## src/rtl/seg_arb_pkg.sv

```systemverilog
// Shared constants and types for the 7-segment display arbiter.
// SEGARB_BLANK_GAP_EN adds the GAP state (one blank scan between owners).
package seg_arb_pkg;

  localparam int DIGIT_W = 7;
  localparam int FRAME_W = 28;

  localparam logic [DIGIT_W-1:0] SEG_BLANK = 7'b1111111;

  localparam logic [3:0] AN_DIG0 = 4'b1110;
  localparam logic [3:0] AN_DIG1 = 4'b1101;
  localparam logic [3:0] AN_DIG2 = 4'b1011;
  localparam logic [3:0] AN_DIG3 = 4'b0111;

  // Four digits, digit 3 (leftmost) in the top slice.
  typedef logic [3:0][DIGIT_W-1:0] frame_t;

  localparam frame_t BLANK_FRAME = {4{SEG_BLANK}};

  typedef enum logic [1:0] {
    ST_IDLE = 2'd0,
`ifdef SEGARB_BLANK_GAP_EN
    ST_GAP  = 2'd2,
`endif
    ST_OWN  = 2'd1
  } arb_state_t;

  // Active-low anode pattern for a digit index.
  function automatic logic [3:0] an_sel(input logic [1:0] idx);
    case (idx)
      2'd0:    an_sel = AN_DIG0;
      2'd1:    an_sel = AN_DIG1;
      2'd2:    an_sel = AN_DIG2;
      default: an_sel = AN_DIG3;
    endcase
  endfunction

endpackage

```

## src/rtl/seg_scan_timer.sv

```systemverilog
// Digit-slot divider and scan position. A tick fires when the divider wraps;
// the tick that moves the digit index from 3 to 0 is a scan boundary.
module seg_scan_timer #(
  parameter int REFRESH_DIV = 50000
) (
  input  logic       clock,
  input  logic       reset,
  output logic       tick,
  output logic       boundary,
  output logic [1:0] idx_next,
  output logic       scan_done
);

  localparam int DIV_W = (REFRESH_DIV > 1) ? $clog2(REFRESH_DIV) : 1;

  logic [DIV_W-1:0] div;
  logic [1:0]       idx;

  assign tick     = (div == DIV_W'(REFRESH_DIV - 1));
  assign idx_next = idx + 2'd1;
  assign boundary = tick && (idx == 2'd3);

  // Divider, digit index and the registered scan-start pulse.
  // idx resets to 3 so the very first tick is a scan boundary.
  always_ff @(posedge clock) begin
    if (reset) begin
      div       <= '0;
      idx       <= 2'd3;
      scan_done <= 1'b0;
    end else begin
      scan_done <= boundary;
      if (tick) begin
        div <= '0;
        idx <= idx_next;
      end else begin
        div <= div + DIV_W'(1);
      end
    end
  end

endmodule

```

## src/rtl/seg_display_arbiter.sv

```systemverilog
// Shares one 4-digit 7-segment display among N_REQ requesters.
// Ownership changes only on scan boundaries (round-robin, bounded hold), and
// the owner's frame is snapshotted there so a scan never tears.
// Optional: SEGARB_BLANK_GAP_EN inserts one blank scan between two owners.
module seg_display_arbiter
  import seg_arb_pkg::*;
#(
  parameter int N_REQ       = 3,
  parameter int REFRESH_DIV = 50000,
  parameter int MAX_HOLD    = 16
) (
  input  logic                       clock,
  input  logic                       reset,
  input  logic [N_REQ-1:0]           req,
  input  logic [FRAME_W*N_REQ-1:0]   frame,
  output logic [N_REQ-1:0]           grant,
  output logic [3:0]                 an,
  output logic [DIGIT_W-1:0]         out,
  output logic                       scan_done
);

  localparam int IDX_W  = $clog2(N_REQ);
  localparam int HOLD_W = $clog2(MAX_HOLD + 1);

  typedef logic [IDX_W-1:0] rid_t;

  localparam logic [HOLD_W-1:0] HOLD_LAST = HOLD_W'(MAX_HOLD - 1);

  logic        tick, boundary;
  logic [1:0]  idx_next;

  arb_state_t  state, state_nxt;
  rid_t        owner, owner_nxt;
  rid_t        rr_ptr, rr_nxt;
  logic [HOLD_W-1:0] hold_cnt, hold_nxt;
  frame_t      snap, snap_nxt;
  logic [N_REQ-1:0]  grant_nxt;

  frame_t [N_REQ-1:0] frames;
  assign frames = frame;

  seg_scan_timer #(.REFRESH_DIV(REFRESH_DIV)) u_timer (
    .clock     (clock),
    .reset     (reset),
    .tick      (tick),
    .boundary  (boundary),
    .idx_next  (idx_next),
    .scan_done (scan_done)
  );

  // Round-robin search: first high req after the base, wrapping. While an
  // owner holds the display the base is the owner, otherwise the pointer.
  rid_t  base, pick;
  logic  found;
  always_comb begin
    int c;
    c     = 0;
    base  = (state == ST_OWN) ? owner : rr_ptr;
    found = 1'b0;
    pick  = '0;
    for (int k = 0; k < N_REQ; k++) begin
      c = int'(base) + 1 + k;
      if (c >= N_REQ) c = c - N_REQ;
      if (!found && req[rid_t'(c)]) begin
        found = 1'b1;
        pick  = rid_t'(c);
      end
    end
  end

  // Owner keeps the display if still requesting and either uncontested or
  // still inside its hold budget.
  logic others, keep;
  always_comb begin
    others = |(req & ~(N_REQ'(1) << owner));
    keep   = req[owner] && (!others || (hold_cnt < HOLD_LAST));
  end

  // Arbiter next-state: decisions are taken only on scan boundaries.
  always_comb begin
    state_nxt = state;
    owner_nxt = owner;
    rr_nxt    = rr_ptr;
    hold_nxt  = hold_cnt;
    snap_nxt  = snap;
    if (boundary) begin
      case (state)
        ST_OWN: begin
          if (keep) begin
            snap_nxt = frames[owner];
            if (hold_cnt != HOLD_LAST) hold_nxt = hold_cnt + HOLD_W'(1);
          end else if (found) begin
`ifdef SEGARB_BLANK_GAP_EN
            // rr_ptr already names the departing owner, so the next
            // boundary resumes the rotation just after it.
            state_nxt = ST_GAP;
            snap_nxt  = BLANK_FRAME;
`else
            state_nxt = ST_OWN;
            owner_nxt = pick;
            rr_nxt    = pick;
            hold_nxt  = '0;
            snap_nxt  = frames[pick];
`endif
          end else begin
            state_nxt = ST_IDLE;
            snap_nxt  = BLANK_FRAME;
          end
        end
        default: begin
          // IDLE and GAP both search from the pointer and never gap.
          if (found) begin
            state_nxt = ST_OWN;
            owner_nxt = pick;
            rr_nxt    = pick;
            hold_nxt  = '0;
            snap_nxt  = frames[pick];
          end else begin
            state_nxt = ST_IDLE;
            snap_nxt  = BLANK_FRAME;
          end
        end
      endcase
    end
  end

  assign grant_nxt = (state_nxt == ST_OWN) ? (N_REQ'(1) << owner_nxt) : '0;

  // Arbiter state, pointer, hold counter and frame snapshot.
  always_ff @(posedge clock) begin
    if (reset) begin
      state    <= ST_IDLE;
      owner    <= '0;
      rr_ptr   <= rid_t'(N_REQ - 1);
      hold_cnt <= '0;
      snap     <= BLANK_FRAME;
    end else begin
      state    <= state_nxt;
      owner    <= owner_nxt;
      rr_ptr   <= rr_nxt;
      hold_cnt <= hold_nxt;
      snap     <= snap_nxt;
    end
  end

  // Registered outputs: the digit mux reads the next snapshot so a new
  // owner's digit 0 appears in the same cycle its grant does.
  always_ff @(posedge clock) begin
    if (reset) begin
      an    <= 4'b1111;
      out   <= SEG_BLANK;
      grant <= '0;
    end else if (tick) begin
      an  <= an_sel(idx_next);
      out <= snap_nxt[idx_next];
      if (boundary) grant <= grant_nxt;
    end
  end

endmodule

```

## config.mk

```make
export PLATFORM = sky130hd
export DESIGN_NAME = seg_display_arbiter
export DESIGN_NICKNAME = d
export VERILOG_FILES = /design/src/rtl/seg_arb_pkg.sv /design/src/rtl/seg_scan_timer.sv /design/src/rtl/seg_display_arbiter.sv
export SDC_FILE = /design/constraint.sdc
export NUM_CORES = 1
export LEC_CHECK = 0
export CELL_PAD_IN_SITES_DETAIL_PLACEMENT = 2
export CELL_PAD_IN_SITES_GLOBAL_PLACEMENT = 2
export CORE_ASPECT_RATIO = 0.9
export CORE_MARGIN = 10
export CORE_UTILIZATION = 32
export DETAILED_ROUTE_END_ITERATION = 8
export GPL_TIMING_DRIVEN = 0
export PLACE_DENSITY_LB_ADDON = 0.1
export RECOVER_POWER = 25
export SLEW_MARGIN = 20
export SYNTH_ARGS = -nofsm -noshare
export SYNTH_HDL_FRONTEND = slang
export SYNTH_SLANG_ARGS = --single-unit
```

## constraint.sdc

```tcl
create_clock -name clock -period 5.7 [get_ports clock]
set_input_delay 1.14 -clock clock [delete_from_list [all_inputs] [get_ports clock]]
set_output_delay 1.14 -clock clock [all_outputs]
set_load 0.1 [all_outputs]
```

# == Word-level counts from Yosys, hierarchy flattened ==
# Cells that the tools add are included.
# op_classes
n_lt_le_gt_ge,10
addsub,9
bitwise,2
muxes,45
reduce_logical,14
eq_ne,9
shifts,2
# ops
operator,n
28-bit 2-to-1 mux,6
28-bit binary-select mux with 2-bit select,2
2-bit 2-to-1 mux,17
5-bit 2-to-1 mux,4
2-bit by 3-bit < comparator with 1-bit output (second input constant),6
16-bit by 1-bit adder with 16-bit output (second input constant),1
16-bit == test (second input constant),1
7-bit binary-select mux with 2-bit select,1
4-bit case mux with 3 select lines,1
1-bit binary-select mux with 2-bit select,4
4-bit by 2-bit >= comparator with 1-bit output (second input constant),2
1-bit 2-to-1 mux,8
7-bit 2-to-1 mux,1
2-bit by 1-bit == test with 1-bit output (second input constant),3
2-bit AND reduction,3
1-bit by 2-bit left shift with 3-bit output (first input constant),2
2-bit subtractor (second input constant),3
5-bit by 1-bit adder with 5-bit output (second input constant),1
5-bit by 4-bit < comparator with 1-bit output (second input constant),1
5-bit by 4-bit != test with 1-bit output (second input constant),1
3-bit by 1-bit adder with 4-bit output (second input constant),1
3-bit by 2-bit adder with 4-bit output (second input constant),1
2-bit == test (second input constant),2
1-bit logical AND,4
other kinds (13),15
# totals
ff_bits,72
out_inout_bits,15
in_bits,89
word_cells,105

# == Longest topological paths before layout ==
# Gate-level depths: netlist (run 1).
# depth
depth_word,22
mapped_depth,16
ltp_nobuf,13

# == Hierarchy ==
# Synthesis (run 1) repeated with hierarchy kept, for this count alone.
# hier_totals
hier_cells,697
hier_area_um2,5511.5
# by_module_without_submodules
mod,seq_area_each_um2,area_each_um2,n_inst,cells_each
seg_display_arbiter,1061.0,4614.4,1,605
seg_scan_timer,380.4,897.1,1,92

# == Worst setup path after synthesis (run 1) ==
# No wires, ideal clock.
# synth_path
kind,register to register
start,register state[0]
end,register out[4]
required_ns,5.570
period_less_slack_ns,3.677
path_buffers,2
arrival_time_ns,3.547
stages_incl_launch_ff,16
setup_time_ns,0.130
slack_ns,2.023
cell_sequence,dfxtp_1 -> nor2b_1 -> buf_2 -> mux2_4 -> inv_1 -> ha_1 -> mux2_2 -> mux2_4 -> and4bb_4 -> a21oi_4 -> buf_6 -> mux2_4 -> a221oi_2 -> o211ai_1 -> a2111oi_2 -> nor3_1
# synth_between
elab_chain_len,22
word_cells_on_any_way,38
classes_between,add/sub: 6; order compare: 3; eq/ne: 1; mux: 24; reduce/logical: 4
# synth_lines
item,line_no,source
start: declaration,seg_display_arbiter.sv:32,"arb_state_t state, state_nxt;"
start signal: assignment,seg_display_arbiter.sv:138,state <= state_nxt;
2-bit by 1-bit == test with 1-bit output *,"seg_display_arbiter.sv:58, seg_display_arbiter.sv:87",
"parallel branches: the longest is 17 deep, another holds 3-bit by 1-bit adder with 4-bit output",-,
28-bit 2-to-1 mux *,seg_display_arbiter.sv:87,case (state)
28-bit 2-to-1 mux *,seg_display_arbiter.sv:86,if (boundary) begin
7-bit binary-select mux with 2-bit select *,seg_display_arbiter.sv:155,out <= snap_nxt[idx_next];
7-bit 2-to-1 mux (implied by the code) *,seg_display_arbiter.sv:155,
end signal: assignment,seg_display_arbiter.sv:155,
end: declaration,seg_display_arbiter.sv:18,"output logic [DIGIT_W-1:0] out,"
# Every way passes the cells marked *. The select of a mux whose other input is x is not followed.
# A chain may end at the register's enable or synchronous reset.

# == Worst setup path in the final report (run 1) ==
# layout_path
start,register state[0]
end,register out[0]
# Same word-level chain as after synthesis.

==> results of run 1 <==
layer usage:
metal  part of all wire  vias up  wire length (um)
met2               0.46      189             11240
met5                  0        -                 0
met1               0.44     2845             10730
met4              0.025        0               624
li1                   -     2538                 -
met3              0.078       47              1909
cell usage after synthesis, types with 4 or more instances:
library cell / n
xnor2_1: 5
o22ai_1: 7
nor2b_1: 6
o21ai_1: 10
nand2b_1: 14
nand3_1: 19
ha_1: 10
mux2_2: 14
o211ai_1: 23
dfxtp_1: 72
mux2i_1: 37
buf_6: 4
buf_2: 6
a21oi_1: 44
nand4_1: 6
a221o_1: 9
nor3_1: 8
and3_1: 9
inv_1: 12
a221oi_1: 13
mux2_4: 4
nand2_1: 72
o21ai_0: 26
xor2_1: 8
a31oi_1: 4
nor2_1: 70
o2111ai_1: 4
clkbuf_1: 27
a211oi_1: 19
metrics by stage:
stage	std cells	hold WS (ps)	total power, mW	area, um^2	worst slack (ps)
floorplan	621	417.6	0.5762	4959	2023
CTS	941	468.5	1.256	6530	930.7
global route	941	491.7	1.294	6530	656.7
global placement	925	429.0	0.6678	6232	946.8
detailed placement	925	456.0	0.6736	6232	824.1
finish	941	464.6	1.251	6530	868.1
where the power goes:
part           switching (mW)  total, mW  internal, mW  leakage [nW]
logic                  0.0750      0.159        0.0836          1.61
registers             0.00136      0.506         0.505         0.582
clock network           0.237      0.586         0.349         0.152
state kept, by name, indices dropped and copies added, names as in the netlist:
register           cells
snap                  28
hold_cnt               5
rr_ptr                 2
state                  2
out                    7
u_timer.idx            2
u_timer.div           16
owner                  2
grant                  3
u_timer.scan_done      1
an                     4
worst max-delay path, stage by stage, from the launching register on:
cell,delay (ps)
dfxtp_1,340
nor2b_1,240
buf_2,240
mux2_4,380
inv_1,200
ha_1,270
mux2_2,370
mux2_4,300
nor2_1,280
a31oi_4,250
nor2_1,590
buf_2,440
a221oi_1,90
o21ai_0,410
o22ai_1,140
a311oi_1,210
area by class of cell:
type | instances | area [um^2]
buffer | 43 | 210.2
clock buffer | 10 | 239.0
clock inverter | 6 | 58.81
fill | 1738 | 8750
inverter | 12 | 45.04
multi-input combinational | 494 | 3262
sequential | 72 | 1441
tap | 202 | 252.7
timing repair buffer | 102 | 1021
logic make-up after synthesis:
kind of cell,Yosys count,share of synthesized area
xor+xnor,13,0.02296
simple gates,222,0.2097
mux,56,0.1214
compound gates,193,0.2786
flops,72,0.2907
buf+inv,55,0.05148
fa+ha+maj,10,0.02523
path summary, 6_finish.rpt:
path                        startpoint                        end  slack [ps]  depth (start not counted)
min          u_timer.div[0]$_SDFF_PP0_  u_timer.div[0]$_SDFF_PP0_         460                          1
min reg2reg  u_timer.div[0]$_SDFF_PP0_  u_timer.div[0]$_SDFF_PP0_         460                          1
max reg2reg        state[0]$_SDFF_PP0_        out[0]$_SDFFE_PP1P_         870                         15
max                state[0]$_SDFF_PP0_        out[0]$_SDFFE_PP1P_         870                         15
==> reports/results.tsv, run 1 <==
metric	value	unit
status	completed	
fin_skew	10.38	ps
wirelength	24510	um
synthTopCellsByArea	dfxtp_1, mux2i_1, nand2_1, nor2_1, a21oi_1	
port_buffers	102	
cp_max_fo	10	
overflow	0	
die_h	138.1	um
synth_area	4959	um^2
grt_busiest_layer	met2	
cts_root_buf	clkbuf_16	
ir_drop	144.1	uV
synthCells	621	
synth_top_cell_area_share	0.2907	
grt_max_degree	13	
final_util	0.4274	
grt_pass1_vias	6334	
fin_nets	833	
startpoint_type	flip-flop	
vias_per_cell	5.971	
p_leak	2.349	nW
ys_types	68	
start_util	0.3245	
crit_type	reg -> reg	
n_antenna_cell	0	
ant_nets	0	
max_freq	0.2070	GHz
grt.met2_usage	0.3691	
hold_buffers	0	
cts_repair_resize_count	0	
worst_pin_slew	1184	ps
synth_edf_count	0	
finalCriticalPeriod	4832	ps
first_iter_violations	302	
cp.arrival	5090	ps
fp-row-count	43	
hp-class	reg -> reg	
area_growth	31.69	%
use_met1	0.2894	
numCtsBuffers	9	
async_flop_share	0	
synth-main-ff-cell	dfxtp_1	
cts_sinks	72	
drc	0	
cts_buffer_depth	2	
core	15280	um^2
antenna_found_initial	0	
drive_gt1_frac	0.08119	
fin_crit_sh	0.8477	
postSynthAreaPerCell	7.985	um^2
cts_tree	built	
syn-num-nets	720	
post_cts_buffers	0	
final_cell_mix	clkdlybuf4s50_1, nand2_1, dfxtp_1, nor2_1, a21oi_1	
worstPathRequired	5960	ps
cts.clk_slew.worst_paths	60	ps
htree_levels	3	
grt_usage	0.2307	
relSlewSlack	0.2070	
io_pins	104	
rsz0062_at_grt	false	
ys_seq_elements	72	
setup_viol	0	
yosysTopAreaCell	dfxtp_1	
ys_seq_area_frac	0.2907	
slew_violations	0	
firstDrtPassIters	4	
final_common_cell	clkdlybuf4s50_1	
fin_tns_setup	0	ps
max_cap_viol_count	0	
gp_congestion	0.8422	
dieWidth	151.2	um
power_density	191.5	nW/um^2
grtUsageMet3	0.06656	
worstSetupEndpointType	flip-flop	
post_drt_wl_per_cell	26.05	um
clkLatencyLatePin	350	ps
yosysWarnings	0	
vias	5619	
dp_hpwl	18550	um
die-area	20880	um^2
grt_pass1_wl	37370	um
hold_viol	0	
Note: power is estimated with default switching activity, not from simulation.
==> run 2, diff against run 1 <==
--- a/config.mk
+++ b/config.mk
@@ -9,7 +9,7 @@
 export CELL_PAD_IN_SITES_GLOBAL_PLACEMENT = 2
 export CORE_ASPECT_RATIO = 0.9
 export CORE_MARGIN = 10
-export CORE_UTILIZATION = 32
+export CORE_UTILIZATION = 30
 export DETAILED_ROUTE_END_ITERATION = 8
 export GPL_TIMING_DRIVEN = 0
 export PLACE_DENSITY_LB_ADDON = 0.1
==> constraint.sdc (replaced) <==
create_clock -name clock -period 4.9 [get_ports clock]
set_input_delay 0.98 -clock clock [delete_from_list [all_inputs] [get_ports clock]]
set_output_delay 0.98 -clock clock [all_outputs]
set_load 0.1 [all_outputs]
==> reports/results.tsv, run 2 (same netlist as run 1, synthesis figures left out) <==
metric	value	unit	change
crit_chain	nor2b_1 -> buf_2 -> mux2_4 -> inv_1 -> ha_1 -> mux2_2 -> mux2_4 -> o41a_1 -> nor3_1 -> buf_4 -> buf_4 -> a221oi_1 -> o21ai_0 -> o22ai_1 -> a311oi_1		
ant_nets	0		unchanged
antenna_found_initial	0		unchanged
regMostFlops	snap		
crit_type	reg -> reg		
cts_sinks	72		unchanged
numCtsBuffers	9		unchanged
vias_per_cell	5.758		-3.6%
grt_usage	0.2131		-0.01759
cp_max_fo	10		unchanged
largest_registers	snap x28, u_timer.div x16, out x7		
ff2ff_path_depth	15		unchanged
gp_congestion	0.8434		+0.14%
whs	455.9	ps	-8.603 ps
n_antenna_cell	0		unchanged
worst_pin_slew	1127	ps	-57.32 ps
largest_register_ffs	28		unchanged
port_buffers	102		unchanged
fin_crit_sh	0.9423		+0.09462
wirelength	23930	um	-2.4%
die_h	142.0	um	+2.8%
cts.clk_slew.worst_paths	60	ps	about the same
grt_max_degree	12		-1
cts_tree	built		
critPathTopFamily	compound AO/OA/AOI/OAI gates		
firstDrtPassIters	5		+1
clkLatencyLatePin	350	ps	about the same
worstSetupEndpointType	flip-flop		
grt_pass1_vias	6143		-3.0%
worstHoldStart	u_timer.div[0]$_SDFF_PP0_		
max_cap_viol_count	0		unchanged
drive_gt1_frac	0.07995		-0.001245
dp_hpwl	18240	um	-1.7%
max_freq	0.2166	GHz	+4.6%
overflow	0		unchanged
hold_viol	0		unchanged
drc	0		unchanged
area_growth	31.39	%	
holdPathEnd	u_timer.div[0]$_SDFF_PP0_		
setup_viol	0		unchanged
dieWidth	155.5	um	+2.8%
r2r-end	out[0]$_SDFFE_PP1P_		
fin_nets	833		unchanged
io_pins	104		unchanged
start_util	0.3064		-0.01816
vias	5441		-3.2%
power_density	216.9	nW/um^2	+13%
relSlewSlack	0.2487		+0.04169
grt_pass1_wl	36800	um	-1.5%
reg2reg_from	state[0]$_SDFF_PP0_		
worstPathRequired	5150	ps	-810 ps
critical_path_buf_inv_count	4		+1
die-area	22080	um^2	+5.7%
startpoint_type	flip-flop		
htree_levels	3		unchanged
final_cell_mix	clkdlybuf4s50_1, nand2_1, dfxtp_1, nor2_1, a21oi_1		
rsz0062_at_grt	false		
ir_drop	160.3	uV	+11%
first_iter_violations	294		-2.6%
core	16190	um^2	+5.9%
fin_skew	6.652	ps	-3.730 ps
min_path_cells	1		unchanged
post_drt_wl_per_cell	25.32	um	-2.8%
n_fill_cell	1853		+6.6%
fp-row-count	44		+2.3%
finalCriticalPeriod	4617	ps	-214.5 ps
slew_violations	0		unchanged
slowest_stage	o41a_1		
cp.arrival	4870	ps	-220 ps
hp-class	reg -> reg		
fin_tns_setup	0	ps	unchanged
cts_buffer_depth	2		unchanged
hold_buffers	0		unchanged
cts_root_buf	clkbuf_16		
cpPeakStageDelay	470	ps	-120 ps
regToRegSetupSlack	280	ps	-590 ps
final_common_cell	clkdlybuf4s50_1		
status	completed		
p_leak	2.327	nW	-0.93%
## run 2: changes by cell type in the layout (fill, tap and decap cells not counted), sizes merged
cell / change
clkdlybuf4s50: +1
clkinv: -3
clkbuf: +2
bufinv: -1
dlygate4sd3: -1
clkinvlp: +1
## run 2: per-stage QoR
step	setup slack, ps	power [mW]	instance area (um^2)	util	std cells
after global placement	148.2	0.7774	6238	0.3854	930
after detailed placement	52.73	0.7832	6238	0.3854	930
after CTS	21.85	1.421	6513	0.4024	945
after global routing	45.24	1.454	6515	0.4025	945
after floorplan	1223	0.6702	4959	-	621
final	282.6	1.413	6515	0.4025	945
## run 2: layout make-up
class,count,area [um^2],area share
clock buffer,12,256.5,0.03937
buffer,43,210.2,0.03226
timing repair buffer,102,1021,0.1567
clock inverter,3,17.52,0.002689
inverter,12,45.04,0.006914
multi-input combinational,494,3264,0.5011
tap,207,259.0,0.03975
sequential,72,1441,0.2212
## run 2: worst max path at each step
stage | start | to | slack (ps) | cells after the start
2_1_floorplan | state[0]$_SDFF_PP0_ | out[4]$_SDFFE_PP1P_ | 1220 | 15
3_3_place_gp | state[0]$_SDFF_PP0_ | out[6]$_SDFFE_PP1P_ | 150 | 15
3_5_place_dp | state[0]$_SDFF_PP0_ | out[6]$_SDFFE_PP1P_ | 50 | 15
4_1_cts | state[0]$_SDFF_PP0_ | out[6]$_SDFFE_PP1P_ | 20 | 15
5_1_grt | state[0]$_SDFF_PP0_ | out[0]$_SDFFE_PP1P_ | 50 | 15
6_report | state[0]$_SDFF_PP0_ | out[0]$_SDFFE_PP1P_ | 280 | 15
## run 2: repair_timing
action,CTS,global route
buffers inserted,0,0
endpoints found under the setup margin,0,6
gates resized for setup,0,2
## run 2: power by group
part / internal (mW) / switching, mW / total, mW
sequential: 0.587 / 0.00191 / 0.589
combinational: 0.0972 / 0.0862 / 0.183
clock: 0.367 / 0.274 / 0.640
## run 2: metal layers
layer | vias to the layer above | global-route usage | wire length (um)
met4 | 0 | 0.05266 | 345
li1 | 2530 | - | -
met1 | 2762 | 0.2690 | 10970
met5 | - | 0 | 0
met3 | 21 | 0.04382 | 1103
met2 | 128 | 0.3623 | 11500
